### src/rtl/ahb_pkg.sv
// ---------------------------------------------------------------------------
// ahb_pkg
// Shared AHB-Lite definitions for the slave-side interconnect:
//   - HTRANS encodings and HRESP values
//   - default-slave FSM state type
//   - default memory map (ROM, SRAM, AHB-to-APB bridge) bases and masks
//   - htrans_is_active(): NONSEQ/SEQ are real transfers, IDLE/BUSY are not
// ---------------------------------------------------------------------------
package ahb_pkg;

  localparam logic [1:0] HTRANS_IDLE   = 2'b00;
  localparam logic [1:0] HTRANS_BUSY   = 2'b01;
  localparam logic [1:0] HTRANS_NONSEQ = 2'b10;
  localparam logic [1:0] HTRANS_SEQ    = 2'b11;

  localparam logic HRESP_OKAY  = 1'b0;
  localparam logic HRESP_ERROR = 1'b1;

  localparam logic [31:0] ROM_BASE  = 32'h0000_0000;
  localparam logic [31:0] ROM_MASK  = 32'hFFFF_F000;
  localparam logic [31:0] SRAM_BASE = 32'h0010_0000;
  localparam logic [31:0] SRAM_MASK = 32'hFFFF_F000;
  localparam logic [31:0] APB_BASE  = 32'h0020_0000;
  localparam logic [31:0] APB_MASK  = 32'hFFFF_0000;

  typedef enum logic [1:0] {
    DS_IDLE = 2'd0,
    DS_ERR1 = 2'd1,
    DS_ERR2 = 2'd2
  } ds_state_e;

  function automatic logic htrans_is_active(input logic [1:0] htrans);
    logic active;
    case (htrans)
      HTRANS_NONSEQ, HTRANS_SEQ: active = 1'b1;
      HTRANS_IDLE, HTRANS_BUSY:  active = 1'b0;
      default:                   active = 1'b0;
    endcase
    return active;
  endfunction

endpackage

### src/rtl/ahb_slave_mux_if.sv
// ---------------------------------------------------------------------------
// ahb_slave_mux_if
// Bus bundle around the slave-side interconnect.
//   Upstream (shared master bus): HADDR, HTRANS in; HRDATA, HREADY, HRESP out.
//   Downstream (external slaves): HSEL_S out; HRDATA_S, HREADYOUT_S, HRESP_S in.
// modport slave  : the interconnect itself.
// modport master : everything around it (masters plus the external slaves).
// ---------------------------------------------------------------------------
interface ahb_slave_mux_if #(
  parameter int NUM_SLAVES = 3
);

  logic [31:0]              HADDR;
  logic [1:0]               HTRANS;
  logic [NUM_SLAVES-1:0]    HSEL_S;
  logic [NUM_SLAVES*32-1:0] HRDATA_S;
  logic [NUM_SLAVES-1:0]    HREADYOUT_S;
  logic [NUM_SLAVES-1:0]    HRESP_S;
  logic [31:0]              HRDATA;
  logic                     HREADY;
  logic                     HRESP;

  modport slave (
    input  HADDR, HTRANS, HRDATA_S, HREADYOUT_S, HRESP_S,
    output HSEL_S, HRDATA, HREADY, HRESP
  );

  modport master (
    output HADDR, HTRANS, HRDATA_S, HREADYOUT_S, HRESP_S,
    input  HSEL_S, HRDATA, HREADY, HRESP
  );

endinterface

### src/rtl/ahb_default_slave.sv
// ---------------------------------------------------------------------------
// ahb_default_slave
// Built-in responder for accesses that hit no mapped region. Answers an
// active unmapped transfer with the two-cycle AHB ERROR response and records
// the offending address plus a saturating error count.
// Ports:
//   HCLK, HRESET     clock, synchronous active-high reset
//   HREADY           bus-level ready (address phase is sampled only when high)
//   unmapped_active  current address phase is NONSEQ/SEQ and matches no slave
//   HADDR            current address
//   HREADYOUT, HRESP response while the default slave owns the data phase
//   err_count        saturating decode-error count
//   err_addr         address of the most recent decode error
// ---------------------------------------------------------------------------
module ahb_default_slave
  import ahb_pkg::*;
(
  input  logic        HCLK,
  input  logic        HRESET,
  input  logic        HREADY,
  input  logic        unmapped_active,
  input  logic [31:0] HADDR,
  output logic        HREADYOUT,
  output logic        HRESP,
  output logic [7:0]  err_count,
  output logic [31:0] err_addr
);

  ds_state_e   state_q, state_d;
  logic [7:0]  err_count_q, err_count_d;
  logic [31:0] err_addr_q, err_addr_d;

  // ERR2 behaves like IDLE for sampling: a new unmapped transfer accepted on
  // the ERR2 edge starts the next ERROR pair straight away with no gap.
  // Capture happens exactly on ERR1 entry, which is the accepting edge.
  always_comb begin
    state_d     = state_q;
    err_count_d = err_count_q;
    err_addr_d  = err_addr_q;
    case (state_q)
      DS_IDLE, DS_ERR2: begin
        if (HREADY && unmapped_active) begin
          state_d = DS_ERR1;
        end else begin
          state_d = DS_IDLE;
        end
      end
      DS_ERR1: state_d = DS_ERR2;
      default: state_d = DS_IDLE;
    endcase
    if (state_d == DS_ERR1) begin
      err_addr_d = HADDR;
      if (err_count_q != 8'hFF) begin
        err_count_d = err_count_q + 8'd1;
      end
    end
  end

  always_ff @(posedge HCLK) begin
    if (HRESET) begin
      state_q     <= DS_IDLE;
      err_count_q <= 8'd0;
      err_addr_q  <= 32'd0;
    end else begin
      state_q     <= state_d;
      err_count_q <= err_count_d;
      err_addr_q  <= err_addr_d;
    end
  end

  assign HREADYOUT = (state_q != DS_ERR1);
  assign HRESP     = (state_q == DS_IDLE) ? HRESP_OKAY : HRESP_ERROR;
  assign err_count = err_count_q;
  assign err_addr  = err_addr_q;

endmodule

### src/rtl/ahb_slave_mux.sv
// ---------------------------------------------------------------------------
// ahb_slave_mux
// AHB-Lite slave-side interconnect: decodes the shared address phase into
// per-slave HSEL, remembers which slave owns the data phase, and steers that
// slave's HRDATA/HREADYOUT/HRESP back to the bus. Unmapped accesses go to the
// built-in default slave.
// Ports:
//   HCLK, HRESET  clock, synchronous active-high reset
//   bus           ahb_slave_mux_if.slave (shared bus + per-slave signals)
//   err_count     saturating decode-error count
//   err_addr      HADDR of the last unmapped active transfer
// Parameters:
//   NUM_SLAVES    external slaves (1..8)
//   BASE_VEC      packed region bases, slice i belongs to slave i
//   MASK_VEC      packed region masks, slice i belongs to slave i
// ---------------------------------------------------------------------------
module ahb_slave_mux
  import ahb_pkg::*;
#(
  parameter int                       NUM_SLAVES = 3,
  parameter logic [NUM_SLAVES*32-1:0] BASE_VEC   = {APB_BASE, SRAM_BASE, ROM_BASE},
  parameter logic [NUM_SLAVES*32-1:0] MASK_VEC   = {APB_MASK, SRAM_MASK, ROM_MASK}
) (
  input  logic             HCLK,
  input  logic             HRESET,
  ahb_slave_mux_if.slave   bus,
  output logic [7:0]       err_count,
  output logic [31:0]      err_addr
);

  logic [NUM_SLAVES-1:0] hsel;
  logic                  hit;
  logic                  unmapped_active;
  logic [NUM_SLAVES:0]   dsel_q, dsel_d;
  logic                  def_ready;
  logic                  def_resp;
  logic [31:0]           hrdata_mux;
  logic                  hready_mux;
  logic                  hresp_mux;

  // Address decode. The first matching region claims the select so that
  // overlapping regions still give a one-hot (or empty) HSEL. HTRANS is left
  // out on purpose; slaves qualify their own select.
  always_comb begin
    hsel = '0;
    hit  = 1'b0;
    for (int i = 0; i < NUM_SLAVES; i++) begin
      if (!hit && ((bus.HADDR & MASK_VEC[i*32 +: 32]) == BASE_VEC[i*32 +: 32])) begin
        hsel[i] = 1'b1;
        hit     = 1'b1;
      end
    end
  end

  assign bus.HSEL_S      = hsel;
  assign unmapped_active = htrans_is_active(bus.HTRANS) && !hit;

  // Data-phase owner. The top bit is the default slave. It only moves when
  // the bus is ready, so a wait-stated data phase keeps its owner.
  always_comb begin
    dsel_d = dsel_q;
    if (bus.HREADY) begin
      dsel_d = {!hit, hsel};
    end
  end

  always_ff @(posedge HCLK) begin
    if (HRESET) begin
      dsel_q <= {1'b1, {NUM_SLAVES{1'b0}}};
    end else begin
      dsel_q <= dsel_d;
    end
  end

  ahb_default_slave u_default_slave (
    .HCLK            (HCLK),
    .HRESET          (HRESET),
    .HREADY          (bus.HREADY),
    .unmapped_active (unmapped_active),
    .HADDR           (bus.HADDR),
    .HREADYOUT       (def_ready),
    .HRESP           (def_resp),
    .err_count       (err_count),
    .err_addr        (err_addr)
  );

  // Response steering from the data-phase owner. The default slave never
  // returns data, so HRDATA reads as zero while it owns the phase.
  always_comb begin
    hrdata_mux = '0;
    hready_mux = 1'b0;
    hresp_mux  = HRESP_OKAY;
    for (int i = 0; i < NUM_SLAVES; i++) begin
      if (dsel_q[i]) begin
        hrdata_mux = bus.HRDATA_S[i*32 +: 32];
        hready_mux = bus.HREADYOUT_S[i];
        hresp_mux  = bus.HRESP_S[i];
      end
    end
    if (dsel_q[NUM_SLAVES]) begin
      hready_mux = def_ready;
      hresp_mux  = def_resp;
    end
  end

  assign bus.HRDATA = hrdata_mux;
  assign bus.HREADY = hready_mux;
  assign bus.HRESP  = hresp_mux;

endmodule
### src/flat_wrapper.sv
// flat-port wrapper written by rule: the top's interface ports become plain ports
module ahb_slave_mux_flat import ahb_pkg::*;
#(
  parameter int                       NUM_SLAVES = 3,
  parameter logic [NUM_SLAVES*32-1:0] BASE_VEC   = {APB_BASE, SRAM_BASE, ROM_BASE},
  parameter logic [NUM_SLAVES*32-1:0] MASK_VEC   = {APB_MASK, SRAM_MASK, ROM_MASK}
)
  (HCLK, HRESET, err_count, err_addr, bus_HADDR, bus_HTRANS, bus_HRDATA_S, bus_HREADYOUT_S, bus_HRESP_S, bus_HSEL_S, bus_HRDATA, bus_HREADY, bus_HRESP);
  ahb_slave_mux_if #(.NUM_SLAVES(NUM_SLAVES)) bus_i ();
  input  logic HCLK;
  input  logic HRESET;
  output logic [7:0] err_count;
  output logic [31:0] err_addr;
  input wire logic [$bits(bus_i.HADDR)-1:0] bus_HADDR;
  input wire logic [$bits(bus_i.HTRANS)-1:0] bus_HTRANS;
  input wire logic [$bits(bus_i.HRDATA_S)-1:0] bus_HRDATA_S;
  input wire logic [$bits(bus_i.HREADYOUT_S)-1:0] bus_HREADYOUT_S;
  input wire logic [$bits(bus_i.HRESP_S)-1:0] bus_HRESP_S;
  output wire logic [$bits(bus_i.HSEL_S)-1:0] bus_HSEL_S;
  output wire logic [$bits(bus_i.HRDATA)-1:0] bus_HRDATA;
  output wire logic [$bits(bus_i.HREADY)-1:0] bus_HREADY;
  output wire logic [$bits(bus_i.HRESP)-1:0] bus_HRESP;
  assign bus_i.HADDR = bus_HADDR;
  assign bus_i.HTRANS = bus_HTRANS;
  assign bus_i.HRDATA_S = bus_HRDATA_S;
  assign bus_i.HREADYOUT_S = bus_HREADYOUT_S;
  assign bus_i.HRESP_S = bus_HRESP_S;
  assign bus_HSEL_S = bus_i.HSEL_S;
  assign bus_HRDATA = bus_i.HRDATA;
  assign bus_HREADY = bus_i.HREADY;
  assign bus_HRESP = bus_i.HRESP;
  ahb_slave_mux #(.NUM_SLAVES(NUM_SLAVES), .BASE_VEC(BASE_VEC), .MASK_VEC(MASK_VEC)) u_core (.HCLK(HCLK), .HRESET(HRESET), .bus(bus_i), .err_count(err_count), .err_addr(err_addr));
endmodule
### config.mk
export PLATFORM = sky130hd
export DESIGN_NAME = ahb_slave_mux_flat
export DESIGN_NICKNAME = d
export VERILOG_FILES = /design/src/rtl/ahb_pkg.sv /design/src/rtl/ahb_slave_mux_if.sv /design/src/rtl/ahb_default_slave.sv /design/src/rtl/ahb_slave_mux.sv /design/src/flat_wrapper.sv
export SDC_FILE = /design/constraint.sdc
export NUM_CORES = 1
export LEC_CHECK = 0
export BUFFER_PORTS_ARGS = -buffer_cell sky130_fd_sc_hd__buf_2
export CAP_MARGIN = 20
export CORE_MARGIN = 4
export CORE_UTILIZATION = 37
export CTS_BUF_LIST = sky130_fd_sc_hd__clkbuf_4
export DETAILED_ROUTE_END_ITERATION = 8
export GPL_ROUTABILITY_DRIVEN = 0
export HOLD_SLACK_MARGIN = 0.05
export PLACE_DENSITY = 0.84
export SKIP_LAST_GASP = 1
export SYNTH_ARGS = -nofsm -noshare
export SYNTH_HDL_FRONTEND = slang
export SYNTH_SLANG_ARGS = --single-unit
### constraint.sdc
create_clock -name HCLK -period 3.1 [get_ports HCLK]
set_clock_uncertainty 0.1 [all_clocks]
set_input_delay 0.62 -clock HCLK [delete_from_list [all_inputs] [get_ports HCLK]]
set_output_delay 0.62 -clock HCLK [all_outputs]
set_load 0.005 [all_outputs]
==> reports/results.ini, run 1 <==
[yosys]
synth_edf_count=0
ys_async_sr_fraction=0
synth_cells=338
synth_nets=477
yosysWarnings=0
synthDistinctLibCells=39
syn_area_um2=2481
avgSynthCellArea_um2=7.341
synthFlopType=dfxtp_1
yosysSeqAreaShare=0.3712
synth_seq_cells=46

[finish]
layout_common_cells=buf_2, nand2_1, dfxtp_1, a21oi_1, o21ai_0
final_cell_count_no_fill=617
antenna_cells=0
fin_area_um2=3649
utilization=0.5681
nNetsFinal=678
fillers=607
drive_gt1_frac=0.4481
syn2layout_area_growth_pct=47.05
mostFrequentLayoutCell=buf_2

[timing]
setup_violations=0
rsz0062_at_grt=false
setup_tns_ns=0
fmax_mhz=364.6
tightest_slew_ns=0.5653
slew_viol_final=0
fin_crit_ns=2.742
min_period_over_period=0.8847
relSlewSlack=0.6214
hold_viol=0

[drt]
remaining_drc_errors=0
first_pass_iters=5
drtIter0Drc=106
routed_wirelength_um=8914
ant_nets=0
wl_per_cell_um=14.45
vias_per_cell=5.178
vias=3195

[clock_tree]
hold_buffers=0
postCtsSetupRepairBufs=0
cts.sinks=46
h-tree-depth=2
cts_buffer_depth=2
clock_latency_ns=0.35
cts_buffers=5
ctsResizeCount=0
path_clk_slew_ns=0.13
root_buffer=clkbuf_4
cts_tree=done

[power]
report.power.total_uw=1203
p_leak_uw=0.001784
ir_drop_mv=0.2889
powerDensity_nw_per_um2=329.7

[critical_path]
cp.required_ns=2.38
worstPathArrival_ns=2.02
startpoint_type=flop
critPathBufInv=2
end_kind=primary output
cp_top_family=simple AND/OR/NAND/NOR gates
cp_slowest_cell=nor2b_2
crit_fanout=20
slowest_delay_ns=0.51
cp_cell_sequence=nor2b_2 > buf_4 > a22oi_1 > o21ai_0 > buf_2
crit_type=reg2out

[die]
die_h_um=89.89
ios=215
fp.dieW_um=89.89
num_rows=29
fp.coreArea_um2=6422
dieArea_um2=8080
initial_core_util=0.3863

[placed_design]
io_buffer_count=213
place_area_um2=3591
place_inst=609
dp_hpwl_um=7207

[global_routing]
antenna_found_initial=0
grt_pass1_wl_um=14270
grt_pass1_vias=2935
grt_use_total=0.2073
grt_max_degree=46
grt_overflow=0

[hold_path]
hold_class=reg2reg

[run]
drv_cap=0

[outcome]
status=completed

[kinds of logic (layout without fill, tap and decap cells)]
logic type | after synthesis | count (layout) | share of synthesized area
AO/OA/AOI/OAI | 115 | 115 | 0.2859
multiplexers | 8 | 8 | 0.03883
adder cells (fa/ha/maj) | 1 | 1 | 0.005042
buffers and inverters | 29 | 231 | 0.04992
flip-flops | 46 | 46 | 0.3712
AND/OR/NAND/NOR | 139 | 139 | 0.2491
[synthesized netlist by cell type (all sizes together) (2+ instances only)]
cell	number	area share
or4	3	0.011
nand4	3	0.0076
buf	8	0.018
inv	2	0.0030
o31ai	2	0.0060
a21oi	36	0.073
a22oi	33	0.10
mux2	4	0.023
nor4	4	0.010
nor3b	3	0.0091
a31o	2	0.0071
dfxtp	46	0.37
mux2i	4	0.016
nor2	13	0.020
nand2b	2	0.0050
o21ai	36	0.074
clkbuf	19	0.029
a211oi	2	0.011
nor2b	4	0.010
nand2	99	0.15
[area by class of cell]
cell class	count	area (µm²)	area share
Timing Repair Buffer	221	1126	0.3086
Multi-Input combinational cell	263	1439	0.3944
Clock buffer	6	45.04	0.01235
Sequential cell	46	922.1	0.2527
Inverter	2	7.507	0.002058
Clock inverter	2	12.51	0.003429
Tap cell	77	96.34	0.02641
[flip-flops by register name (all words and copies together), names as in the netlist]
name / flops
u_core.u_default_slave.err_count: 8
u_core.dsel_q: 4
u_core.u_default_slave.state_q: 2
u_core.u_default_slave.err_addr: 32
[routing by layer]
layer  global-route usage  vias up  wire length (µm)
met5                    0        -                 0
met4              0.06378        0               181
met3              0.06344       16               877
met2               0.3596      148              4425
met1               0.2455     1437              3429
li1                     -     1594                 -
[final timing paths]
| path | startpoint | to | slack [ns] | cells after the start |
|---|---|---|---|---|
| setup / recovery | u_core.dsel_q[0] | bus_HRDATA[9] | 0.36 | 5 |
| hold / removal | u_core.u_default_slave.state_q[1] | u_core.u_default_slave.state_q[1] | 0.34 | 1 |
| setup reg to reg | u_core.dsel_q[2] | u_core.u_default_slave.err_count[0] | 0.79 | 5 |
| hold reg to reg | u_core.u_default_slave.state_q[1] | u_core.u_default_slave.state_q[1] | 0.34 | 1 |
[stage by stage]
| stage | setup slack, ns | hold slack [ns] |
|---|---|---|
| 2_1_floorplan | 0.6286 | 0.3077 |
| 3_3_place_gp | 0.4846 | 0.3172 |
| 3_5_place_dp | 0.4713 | 0.3367 |
| 4_1_cts | 0.3041 | 0.3547 |
| 5_1_grt | 0.1076 | 0.3699 |
| 6_report | 0.3576 | 0.3431 |
[power by group]
part	total, µW	switching [µW]	internal, µW	leakage (µW)
Clock	287	189	98.6	0.0000337
Combinational	265	134	131	0.00137
Sequential	651	21.1	630	0.000376
Total	1200	344	859	0.00178
Note: power is estimated with default switching activity, not from simulation.
==> inputs of run 2 (changes only) <==
--- a/config.mk
+++ b/config.mk
@@ -8,12 +8,13 @@
 export BUFFER_PORTS_ARGS = -buffer_cell sky130_fd_sc_hd__buf_2
 export CAP_MARGIN = 20
 export CORE_MARGIN = 4
-export CORE_UTILIZATION = 37
+export CORE_UTILIZATION = 39
 export CTS_BUF_LIST = sky130_fd_sc_hd__clkbuf_4
+export CTS_CLUSTER_SIZE = 40
 export DETAILED_ROUTE_END_ITERATION = 8
-export GPL_ROUTABILITY_DRIVEN = 0
+export GPL_ROUTABILITY_DRIVEN = 1
 export HOLD_SLACK_MARGIN = 0.05
-export PLACE_DENSITY = 0.84
+export PLACE_DENSITY = 0.87
 export SKIP_LAST_GASP = 1
 export SYNTH_ARGS = -nofsm -noshare
 export SYNTH_HDL_FRONTEND = slang
==> run 2 against run 1 <==
Against the previous run:
- setup slack better by 0.11 ns
- clock-buffer cell count unchanged
- first-iteration DRC count up 33%
- maximum frequency up 4.0%
- largest power group unchanged
==> reports/results.ini, run 2 (same netlist as run 1, synthesis figures left out) <==
[clock_tree]
hold_buffers=0  ; unchanged
root_buffer=clkbuf_4
cts_buffers=5  ; unchanged
ctsResizeCount=0  ; unchanged
cts.sinks=46  ; unchanged
path_clk_slew_ns=0.12  ; about the same
postCtsSetupRepairBufs=0  ; unchanged
h-tree-depth=2  ; unchanged
clock_latency_ns=0.35  ; about the same
cts_buffer_depth=2  ; unchanged
cts_tree=done

[timing]
fin_crit_ns=2.636  ; -0.1062 ns
hold_slack_ns=0.3525  ; +0.009409 ns
setup_violations=0  ; unchanged
relSlewSlack=0.6351  ; +0.01372
slew_viol_final=0  ; unchanged
hold_viol=0  ; unchanged
rsz0062_at_grt=false
min_period_over_period=0.8504  ; -0.03427
tightest_slew_ns=0.5473  ; -0.01802 ns
setup_tns_ns=0  ; unchanged
fmax_mhz=379.3  ; +4.0%

[critical_path]
startpoint_type=input pin
crit_fanout=4  ; -80%
end_kind=primary output
cp.required_ns=2.38  ; about the same
worstPathArrival_ns=1.92  ; -0.10 ns
crit_type=in2out

[die]
dieArea_um2=7702  ; -4.7%
die_h_um=87.76  ; -2.4%
num_rows=28  ; -3.4%
fp.dieW_um=87.76  ; -2.4%
fp.coreArea_um2=6061  ; -5.6%
ios=215  ; unchanged
initial_core_util=0.4094  ; +0.02305

[drt]
wl_per_cell_um=14.84  ; +2.7%
ant_nets=0  ; unchanged
routed_wirelength_um=9156  ; +2.7%
remaining_drc_errors=0  ; unchanged
vias_per_cell=5.169  ; -0.19%
vias=3189  ; -0.19%
first_pass_iters=5  ; unchanged
drtIter0Drc=141  ; +33%

[finish]
nNetsFinal=679  ; +0.15%
mostFrequentLayoutCell=buf_2
largest_reg_flops=32  ; unchanged
layout_common_cells=buf_2, nand2_1, dfxtp_1, a21oi_1, o21ai_0
drive_gt1_frac=0.4510  ; +0.002868
syn2layout_area_growth_pct=47.40

[global_routing]
antenna_found_initial=1  ; +1
grt_max_degree=38  ; -17%
grt_use_total=0.2230  ; +0.01566
grt_overflow=0  ; unchanged
grt_pass1_vias=3000  ; +2.2%
grt_pass1_wl_um=13860  ; -2.9%

[outcome]
status=completed

[placed_design]
gp_congestion=0.8404
io_buffer_count=213  ; unchanged
dp_hpwl_um=7352  ; +2.0%

[power]
p_int_uw=860.9  ; +0.20%
powerDensity_nw_per_um2=330.4  ; +0.23%
clkPwrFrac=0.238  ; about the same
seqPwrFrac=0.538  ; -0.003
swShare=0.2876  ; +0.001894
p_leak_uw=0.001791  ; +0.36%
power.net_switching_uw=347.5  ; +1.1%
combPwrFrac=0.223  ; +0.003
ir_drop_mv=0.3738  ; +29%

[hold_path]
hold_class=reg2reg

[run]
drv_cap=0  ; unchanged

run 2: cell count changes in the layout (fill, tap and decap cells not counted), sizes merged:
cell    previous run  this run
buf              221       222
clkinv             1         2
diode              0         1
inv                3         2
run 2: worst paths after layout:
| check | depth (start not counted) | endpoint | startpoint | slack (ns) |
|---|---|---|---|---|
| worst max-delay path | 5 | bus_HSEL_S[1] | bus_HADDR[31] | 0.46 |
| worst min-delay path | 1 | u_core.u_default_slave.state_q[1] | u_core.u_default_slave.state_q[1] | 0.35 |
| worst max register to register | 5 | u_core.u_default_slave.err_count[0] | u_core.dsel_q[2] | 0.62 |
| worst min register to register | 1 | u_core.u_default_slave.state_q[1] | u_core.u_default_slave.state_q[1] | 0.35 |
run 2: area by class of cell:
| class | count | area, µm² |
|---|---|---|
| inverter | 2 | 7.507 |
| antenna | 1 | 2.502 |
| sequential | 46 | 922.1 |
| multi-input combinational | 263 | 1439 |
| tap | 75 | 93.84 |
| timing repair buffer | 222 | 1134 |
| fill | 569 | 2404 |
| clock inverter | 2 | 13.76 |
| clock buffer | 6 | 45.04 |
run 2: worst max-delay path, cell delays in order:
cell	delay [ns]
buf_2	0.11
nor4_1	0.36
nand4_1	0.24
nor4b_1	0.38
buf_2	0.20
run 2: power by group through the flow:
stage	sequential, µW	clock, µW	combinational [µW]
2_1_floorplan	666	0	114
3_3_place_gp	661	0	263
3_5_place_dp	664	0	271
4_1_cts	651	300	272
5_1_grt	655	320	302
6_report	651	288	270
run 2: metal layers:
metal / GRT usage / share of wire / vias up
met5: 0 / 0 / -
met3: 0.06679 / 0.10 / 14
met1: 0.2428 / 0.36 / 1430
met4: 0.06695 / 0.020 / 0
li1: - / - / 1598
met2: 0.4130 / 0.51 / 147
run 2: per-stage QoR:
| stage | power, µW | cells | setup WS [ns] | instance area [µm²] | util |
|---|---|---|---|---|---|
| 2_1_floorplan | 780.5 | 338 | 0.6286 | 2481 | - |
| 3_3_place_gp | 924.7 | 608 | 0.4792 | 3596 | 0.5933 |
| 3_5_place_dp | 934.8 | 608 | 0.4432 | 3596 | 0.5933 |
| 4_1_cts | 1223 | 616 | 0.4322 | 3655 | 0.6030 |
| 5_1_grt | 1277 | 617 | 0.3252 | 3657 | 0.6034 |
| 6_report | 1208 | 617 | 0.4638 | 3657 | 0.6034 |
